--- src/rtl/vga_timing_pkg.sv ---
// ---------------------------------------------------------------------------
// vga_timing_pkg
// Shared constants and helpers for the VGA raster timing controller.
//   - default 640x480@60 horizontal/vertical timing (in pixels / lines)
//   - raster counter width and frame counter width
//   - helpers deriving the line and frame totals from the four segments
// ---------------------------------------------------------------------------
package vga_timing_pkg;

    localparam int CNT_W       = 10;
    localparam int FRAME_CNT_W = 16;

    typedef logic [CNT_W-1:0]       cnt_t;
    typedef logic [FRAME_CNT_W-1:0] frame_cnt_t;

    localparam int DEF_H_VISIBLE = 640;
    localparam int DEF_H_FP      = 16;
    localparam int DEF_H_SYNC    = 96;
    localparam int DEF_H_BP      = 48;

    localparam int DEF_V_VISIBLE = 480;
    localparam int DEF_V_FP      = 10;
    localparam int DEF_V_SYNC    = 2;
    localparam int DEF_V_BP      = 33;

    // Pixels per line; must stay <= 2**CNT_W.
    function automatic int h_total(input int vis, input int fp, input int sync, input int bp);
        return vis + fp + sync + bp;
    endfunction

    // Lines per frame; must stay <= 2**CNT_W.
    function automatic int v_total(input int vis, input int fp, input int sync, input int bp);
        return vis + fp + sync + bp;
    endfunction

endpackage

--- src/rtl/vga_pix_div.sv ---
// ---------------------------------------------------------------------------
// vga_pix_div
// Divides the system clock down to the pixel rate.
// Ports:
//   clk_i     system clock
//   reset_i   synchronous active-high reset
//   tick_o    high while the divider sits on its last count; the raster
//             registers in the parent load on this so that they change in
//             the same clock as pix_en_o rises
//   pix_en_o  registered one-clock pixel-advance pulse every CLK_DIV clocks
// ---------------------------------------------------------------------------
module vga_pix_div #(
    parameter int CLK_DIV = 2
) (
    input  logic clk_i,
    input  logic reset_i,
    output logic tick_o,
    output logic pix_en_o
);

    localparam int DIV_W = (CLK_DIV > 1) ? $clog2(CLK_DIV) : 1;
    localparam logic [DIV_W-1:0] DIV_LAST = DIV_W'(CLK_DIV - 1);

    logic [DIV_W-1:0] div_q;
    logic [DIV_W-1:0] div_d;
    logic             pix_en_q;

    // With CLK_DIV = 1 the counter is stuck at 0 == DIV_LAST, so tick_o
    // stays high and pix_en_o is constantly 1 once out of reset.
    assign tick_o = (div_q == DIV_LAST);

    always_comb begin
        div_d = tick_o ? '0 : div_q + DIV_W'(1);
    end

    always_ff @(posedge clk_i) begin
        if (reset_i) begin
            div_q    <= '0;
            pix_en_q <= 1'b0;
        end else begin
            div_q    <= div_d;
            pix_en_q <= tick_o;
        end
    end

    assign pix_en_o = pix_en_q;

endmodule

--- src/rtl/vga_timing_ctrl.sv ---
// ---------------------------------------------------------------------------
// vga_timing_ctrl
// Raster timing for the pixel-colour generator and the VGA sync pins.
// Ports:
//   clk          system clock
//   reset        synchronous active-high reset
//   pix_en       one-clock pulse every CLK_DIV clocks (pixel advance)
//   hcount       horizontal position, 0..H_TOTAL-1
//   vcount       vertical position, 0..V_TOTAL-1
//   hsync        active-low horizontal sync
//   vsync        active-low vertical sync
//   bright       high inside the visible area
//   line_start   one-clock pulse when hcount becomes 0
//   frame_start  one-clock pulse when (hcount, vcount) becomes (0, 0)
//   frame_count  frames begun since reset, wrapping
// All outputs are registers. Decode is computed from the next-state counter
// values so hsync/vsync/bright always match hcount/vcount in the same clock.
// ---------------------------------------------------------------------------
module vga_timing_ctrl
    import vga_timing_pkg::*;
#(
    parameter int CLK_DIV   = 2,
    parameter int H_VISIBLE = DEF_H_VISIBLE,
    parameter int H_FP      = DEF_H_FP,
    parameter int H_SYNC    = DEF_H_SYNC,
    parameter int H_BP      = DEF_H_BP,
    parameter int V_VISIBLE = DEF_V_VISIBLE,
    parameter int V_FP      = DEF_V_FP,
    parameter int V_SYNC    = DEF_V_SYNC,
    parameter int V_BP      = DEF_V_BP
) (
    input  logic                   clk,
    input  logic                   reset,
    output logic                   pix_en,
    output logic [CNT_W-1:0]       hcount,
    output logic [CNT_W-1:0]       vcount,
    output logic                   hsync,
    output logic                   vsync,
    output logic                   bright,
    output logic                   line_start,
    output logic                   frame_start,
    output logic [FRAME_CNT_W-1:0] frame_count
);

    localparam int H_TOTAL = h_total(H_VISIBLE, H_FP, H_SYNC, H_BP);
    localparam int V_TOTAL = v_total(V_VISIBLE, V_FP, V_SYNC, V_BP);

    localparam cnt_t H_LAST   = cnt_t'(H_TOTAL - 1);
    localparam cnt_t V_LAST   = cnt_t'(V_TOTAL - 1);
    localparam cnt_t H_VIS    = cnt_t'(H_VISIBLE);
    localparam cnt_t V_VIS    = cnt_t'(V_VISIBLE);
    localparam cnt_t HS_START = cnt_t'(H_VISIBLE + H_FP);
    localparam cnt_t HS_END   = cnt_t'(H_VISIBLE + H_FP + H_SYNC);
    localparam cnt_t VS_START = cnt_t'(V_VISIBLE + V_FP);
    localparam cnt_t VS_END   = cnt_t'(V_VISIBLE + V_FP + V_SYNC);

    logic tick;

    cnt_t       hcount_q,      hcount_d;
    cnt_t       vcount_q,      vcount_d;
    logic       hsync_q,       hsync_d;
    logic       vsync_q,       vsync_d;
    logic       bright_q,      bright_d;
    logic       line_start_q,  line_start_d;
    logic       frame_start_q, frame_start_d;
    frame_cnt_t frame_count_q, frame_count_d;
    logic       h_wrap;
    logic       v_wrap;

    vga_pix_div #(
        .CLK_DIV (CLK_DIV)
    ) u_pix_div (
        .clk_i    (clk),
        .reset_i  (reset),
        .tick_o   (tick),
        .pix_en_o (pix_en)
    );

    always_comb begin
        h_wrap = (hcount_q == H_LAST);
        v_wrap = (vcount_q == V_LAST);

        hcount_d = h_wrap ? '0 : hcount_q + cnt_t'(1);

        vcount_d = vcount_q;
        if (h_wrap) begin
            vcount_d = v_wrap ? '0 : vcount_q + cnt_t'(1);
        end

        bright_d = (hcount_d < H_VIS) && (vcount_d < V_VIS);
        hsync_d  = !((hcount_d >= HS_START) && (hcount_d < HS_END));
        vsync_d  = !((vcount_d >= VS_START) && (vcount_d < VS_END));

        line_start_d  = h_wrap;
        frame_start_d = h_wrap && v_wrap;
        frame_count_d = frame_start_d ? frame_count_q + frame_cnt_t'(1) : frame_count_q;
    end

    // Reset parks the raster on the last pixel of a frame so the first
    // pixel advance lands on (0, 0) and counts as frame 1.
    always_ff @(posedge clk) begin
        if (reset) begin
            hcount_q      <= H_LAST;
            vcount_q      <= V_LAST;
            hsync_q       <= 1'b1;
            vsync_q       <= 1'b1;
            bright_q      <= 1'b0;
            line_start_q  <= 1'b0;
            frame_start_q <= 1'b0;
            frame_count_q <= '0;
        end else if (tick) begin
            hcount_q      <= hcount_d;
            vcount_q      <= vcount_d;
            hsync_q       <= hsync_d;
            vsync_q       <= vsync_d;
            bright_q      <= bright_d;
            line_start_q  <= line_start_d;
            frame_start_q <= frame_start_d;
            frame_count_q <= frame_count_d;
        end else begin
            line_start_q  <= 1'b0;
            frame_start_q <= 1'b0;
        end
    end

    assign hcount      = hcount_q;
    assign vcount      = vcount_q;
    assign hsync       = hsync_q;
    assign vsync       = vsync_q;
    assign bright      = bright_q;
    assign line_start  = line_start_q;
    assign frame_start = frame_start_q;
    assign frame_count = frame_count_q;

endmodule
--- config.mk ---
export PLATFORM = sky130hd
export DESIGN_NAME = vga_timing_ctrl
export DESIGN_NICKNAME = d
export VERILOG_FILES = /design/src/rtl/vga_timing_pkg.sv /design/src/rtl/vga_pix_div.sv /design/src/rtl/vga_timing_ctrl.sv
export SDC_FILE = /design/constraint.sdc
export NUM_CORES = 1
export LEC_CHECK = 0
export ABC_AREA = 1
export BUFFER_PORTS_ARGS = -buffer_cell sky130_fd_sc_hd__buf_2
export CORE_ASPECT_RATIO = 0.8
export CORE_MARGIN = 4
export CORE_UTILIZATION = 40
export CTS_BUF_LIST = sky130_fd_sc_hd__clkbuf_4
export CTS_CLUSTER_SIZE = 10
export DETAILED_ROUTE_END_ITERATION = 8
export GPL_TIMING_DRIVEN = 0
export SYNTH_ARGS = -nofsm -noshare
export SYNTH_HDL_FRONTEND = slang
export SYNTH_SLANG_ARGS = --single-unit
--- constraint.sdc ---
create_clock -name clk -period 2.1 [get_ports clk]
set_input_delay 0.42 -clock clk [delete_from_list [all_inputs] [get_ports clk]]
set_output_delay 0.42 -clock clk [all_outputs]
set_load 0.02 [all_outputs]
==> out/qor.csv <==
metric;value;unit
Detailed Routing Iterations Pass 1;4;
worst hold slack;0.357;ns
Filler cells;661;
reg-to-reg startpoint;hcount[1]$_SDFFE_PP1P_;
count of yosys warnings during synthesis;0;
combinational share of power;0.425;
first-pass GRT wire length;11000;um
initial standard-cell utilization of the core;0.419;
crit path from;hcount[1]$_SDFFE_PP1P_;
actual slew at the worst max-slew pin;0.557;ns
fraction of the yosys area taken by sequential cells;0.342;
routed length per placed instance;13.0;um
register share of total power;0.409;
overall routed net length;6560;um
synthesis-to-layout area growth;14.8;%
worst flop-to-flop path endpoint;hsync$_SDFFE_PP1P_;
share of power burned in the clock network;0.166;
clock tree from TritonCTS;yes;
buffer levels on the longest clock path;2;
final weighted congestion of routability-driven global placement;0.876;
layout cell share with drive strength beyond 1;0.191;
data required time at the worst endpoint;2.37;ns
Core Region;6010;sq um
Max Slew Vio Count;0;
Port Buffers;42;
pwr/cell area;836;nW/um^2
Max Clk Rate;523;MHz
die area;7640;sq um
setup violation total in the final timing report;0;
number of DRC violations after detailed-routing iteration 0;122;
site row count;25;
cell-internal power;1330;uW
number of hold buffers added after cts;0;
die height;79.0;um
leakage component of the power;0.00131;uW
worst voltage drop across the vdd grid;0.434;mV
Die Span X;96.7;um
estimated wirelength of the detail-placed design;5070;um
WS Path Type;flop to flop;
total congestion overflow;0;
later-pin clock latency in the skew report;0.36;ns
final worst path period share;0.911;
length in cells of the worst reg-to-reg path;12;
initial antenna violation count;0;
worst max-slew margin expressed relative to the limit;0.629;
clock buffer count from CTS;5;
top-level port count;44;
Syn Std Cell Area;2520;sq um
NetSw;1090;uW
outcome;complete, no violations;
clk_skew;0.00799;ns
drt via density;5.06;
total of flip-flops plus latches after synthesis;43;
number of nets with antenna violations after routing;0;
capturing element type of the critical path;flop;
register-to-register setup slack;0.19;ns
startpoint type of the worst setup path;flop;
count of H-tree levels built during CTS;2;
Critical Path Fanout Max;5;
arrival time at the worst endpoint;2.18;ns
synthesized instance count;376;
number of different library cells in the post-synthesis netlist;35;
Tmin final;1.91;ns
via count of the first global-routing pass;2272;
commonest cells after routing, fill and taps aside;sky130_fd_sc_hd__nand2_1 (99), sky130_fd_sc_hd__inv_1 (49), sky130_fd_sc_hd__nor2_1 (44), sky130_fd_sc_hd__buf_2 (43), sky130_fd_sc_hd__dfxtp_1 (42);
RSZ-0062 raised after global routing;false;
layout net count;431;
capturing element of the worst setup path;hsync$_SDFFE_PP1P_;
clock sinks;43;
clock root buffer master;sky130_fd_sc_hd__clkbuf_4;
kind of path behind the tightest hold check;input port to flop;
global-route usage over all layers;0.175;
Post-CTS Setup Inserts;0;
post-synthesis net count;382;
setup_tns;0;ns
remaining design rule violation count;0;
Final Hold Fails;0;
mean instance size in the synthesized netlist;6.70;sq um
most common cell after layout, fill and taps aside;sky130_fd_sc_hd__nand2_1;
maximum number of pins on one net before global-route repair;13;
switching share of power;0.451;
via count;2562;
number of maximum-capacitance constraint violations;0;
# diodes;0;
CTS clk-pin slew, worst paths;0.13;ns
-- power by group through the flow --
stage | Combinational, uW | Sequential (uW) | Clock (uW)
finish | 1030 | 989 | 401
global route | 1140 | 1000 | 446
CTS | 1020 | 987 | 416
detailed placement | 1020 | 1010 | 0
global placement | 1000 | 1010 | 0
floorplan | 683 | 1070 | 0
-- stage by stage --
step | utilization | power [uW] | setup slack [ns] | cell area (sq um) | instances
6_report | 0.481 | 2420 | 0.186 | 2890 | 506
5_1_grt | 0.481 | 2600 | 0.0107 | 2890 | 506
4_1_cts | 0.479 | 2430 | 0.0960 | 2880 | 506
3_5_place_dp | 0.471 | 2020 | 0.117 | 2830 | 499
3_3_place_gp | 0.471 | 2010 | 0.140 | 2830 | 499
2_1_floorplan | - | 1750 | 0.292 | 2520 | 376
-- flip-flops by register name, summed over array words and instances, names as in the netlist --
signal	cells
hsync	1
hcount	10
vcount	10
line_start	1
vsync	1
u_pix_div.tick_o	1
u_pix_div.pix_en_o	1
frame_count	16
bright	1
frame_start	1
-- cell usage after synthesis, drive strengths merged --
master	n	share of area
clkbuf	2	0.0030
nand4	12	0.035
o21ai	14	0.031
a31oi	1	0.0025
o221ai	1	0.0035
ha	4	0.020
a211oi	2	0.0060
or2	1	0.0025
o22ai	7	0.017
xor2	7	0.024
dfxtp	43	0.34
nor2	52	0.097
nand3b	2	0.0060
a21oi	16	0.036
buf	3	0.0094
inv	53	0.080
nand3	29	0.060
a22oi	4	0.012
xnor2	4	0.014
nand2	104	0.17
nor3	15	0.034
-- layout make-up --
type / count / area (sq um) / share of cell area
multi-input cells: 275 / 1440 / 0.497
flip-flops and latches: 43 / 865 / 0.299
repair buffers: 42 / 210 / 0.0727
inverters: 53 / 201 / 0.0697
well taps: 81 / 101 / 0.0350
clock buffers: 5 / 37.5 / 0.0130
plain buffers: 5 / 31.3 / 0.0108
clock inverters: 2 / 8.76 / 0.00303
-- layer usage --
| metal | global-route usage | vias to the layer above | part of all wire |
|---|---|---|---|
| li1 | - | 1323 | - |
| met1 | 0.255 | 1176 | 0.52 |
| met2 | 0.264 | 56 | 0.42 |
| met3 | 0.0342 | 7 | 0.049 |
| met4 | 0.0421 | 0 | 0.0093 |
| met5 | 0 | - | 0 |
-- kinds of logic after synthesis --
group / count (synthesis) / synth area share
and+or+nand+nor: 215 / 0.399
buffers and inverters: 58 / 0.0924
AOI/OAI and AO/OA: 45 / 0.108
DFF: 43 / 0.342
xor gates and xnor gates: 11 / 0.0383
adders and majority gates: 4 / 0.0199
-- critical path: stages (launching register included) --
cell,delay (ns)
sky130_fd_sc_hd__dfxtp_1,0.41
sky130_fd_sc_hd__ha_1,0.22
sky130_fd_sc_hd__inv_1,0.08
sky130_fd_sc_hd__nor2_2,0.18
sky130_fd_sc_hd__nand2_1,0.11
sky130_fd_sc_hd__nor2_1,0.19
sky130_fd_sc_hd__nand3_1,0.12
sky130_fd_sc_hd__nand2_1,0.08
sky130_fd_sc_hd__nand2_1,0.05
sky130_fd_sc_hd__nor2_1,0.19
sky130_fd_sc_hd__nand3_1,0.10
sky130_fd_sc_hd__nand2_1,0.07
sky130_fd_sc_hd__inv_1,0.03
-- how the worst min path moves through the flow --
stage                                startpoint                           end  slack (ns)  cells after the start
floorplan           u_pix_div.tick_o$_SDFF_PP0_   u_pix_div.tick_o$_SDFF_PP0_        0.52                      1
global placement            bright$_SDFFE_PP0P_           bright$_SDFFE_PP0P_        0.44                      2
detailed placement          bright$_SDFFE_PP0P_           bright$_SDFFE_PP0P_        0.44                      2
CTS                                       reset  frame_count[13]$_SDFFE_PP0P_        0.35                      2
global route                              reset  frame_count[13]$_SDFFE_PP0P_        0.36                      2
finish                                    reset  frame_count[13]$_SDFFE_PP0P_        0.36                      2
-- repair_timing --
item	in CTS	in global routing
gates resized for setup	0	4
hold endpoints to repair	0	0
setup endpoints to repair	0	13
Power figures use the tool's default switching activity.
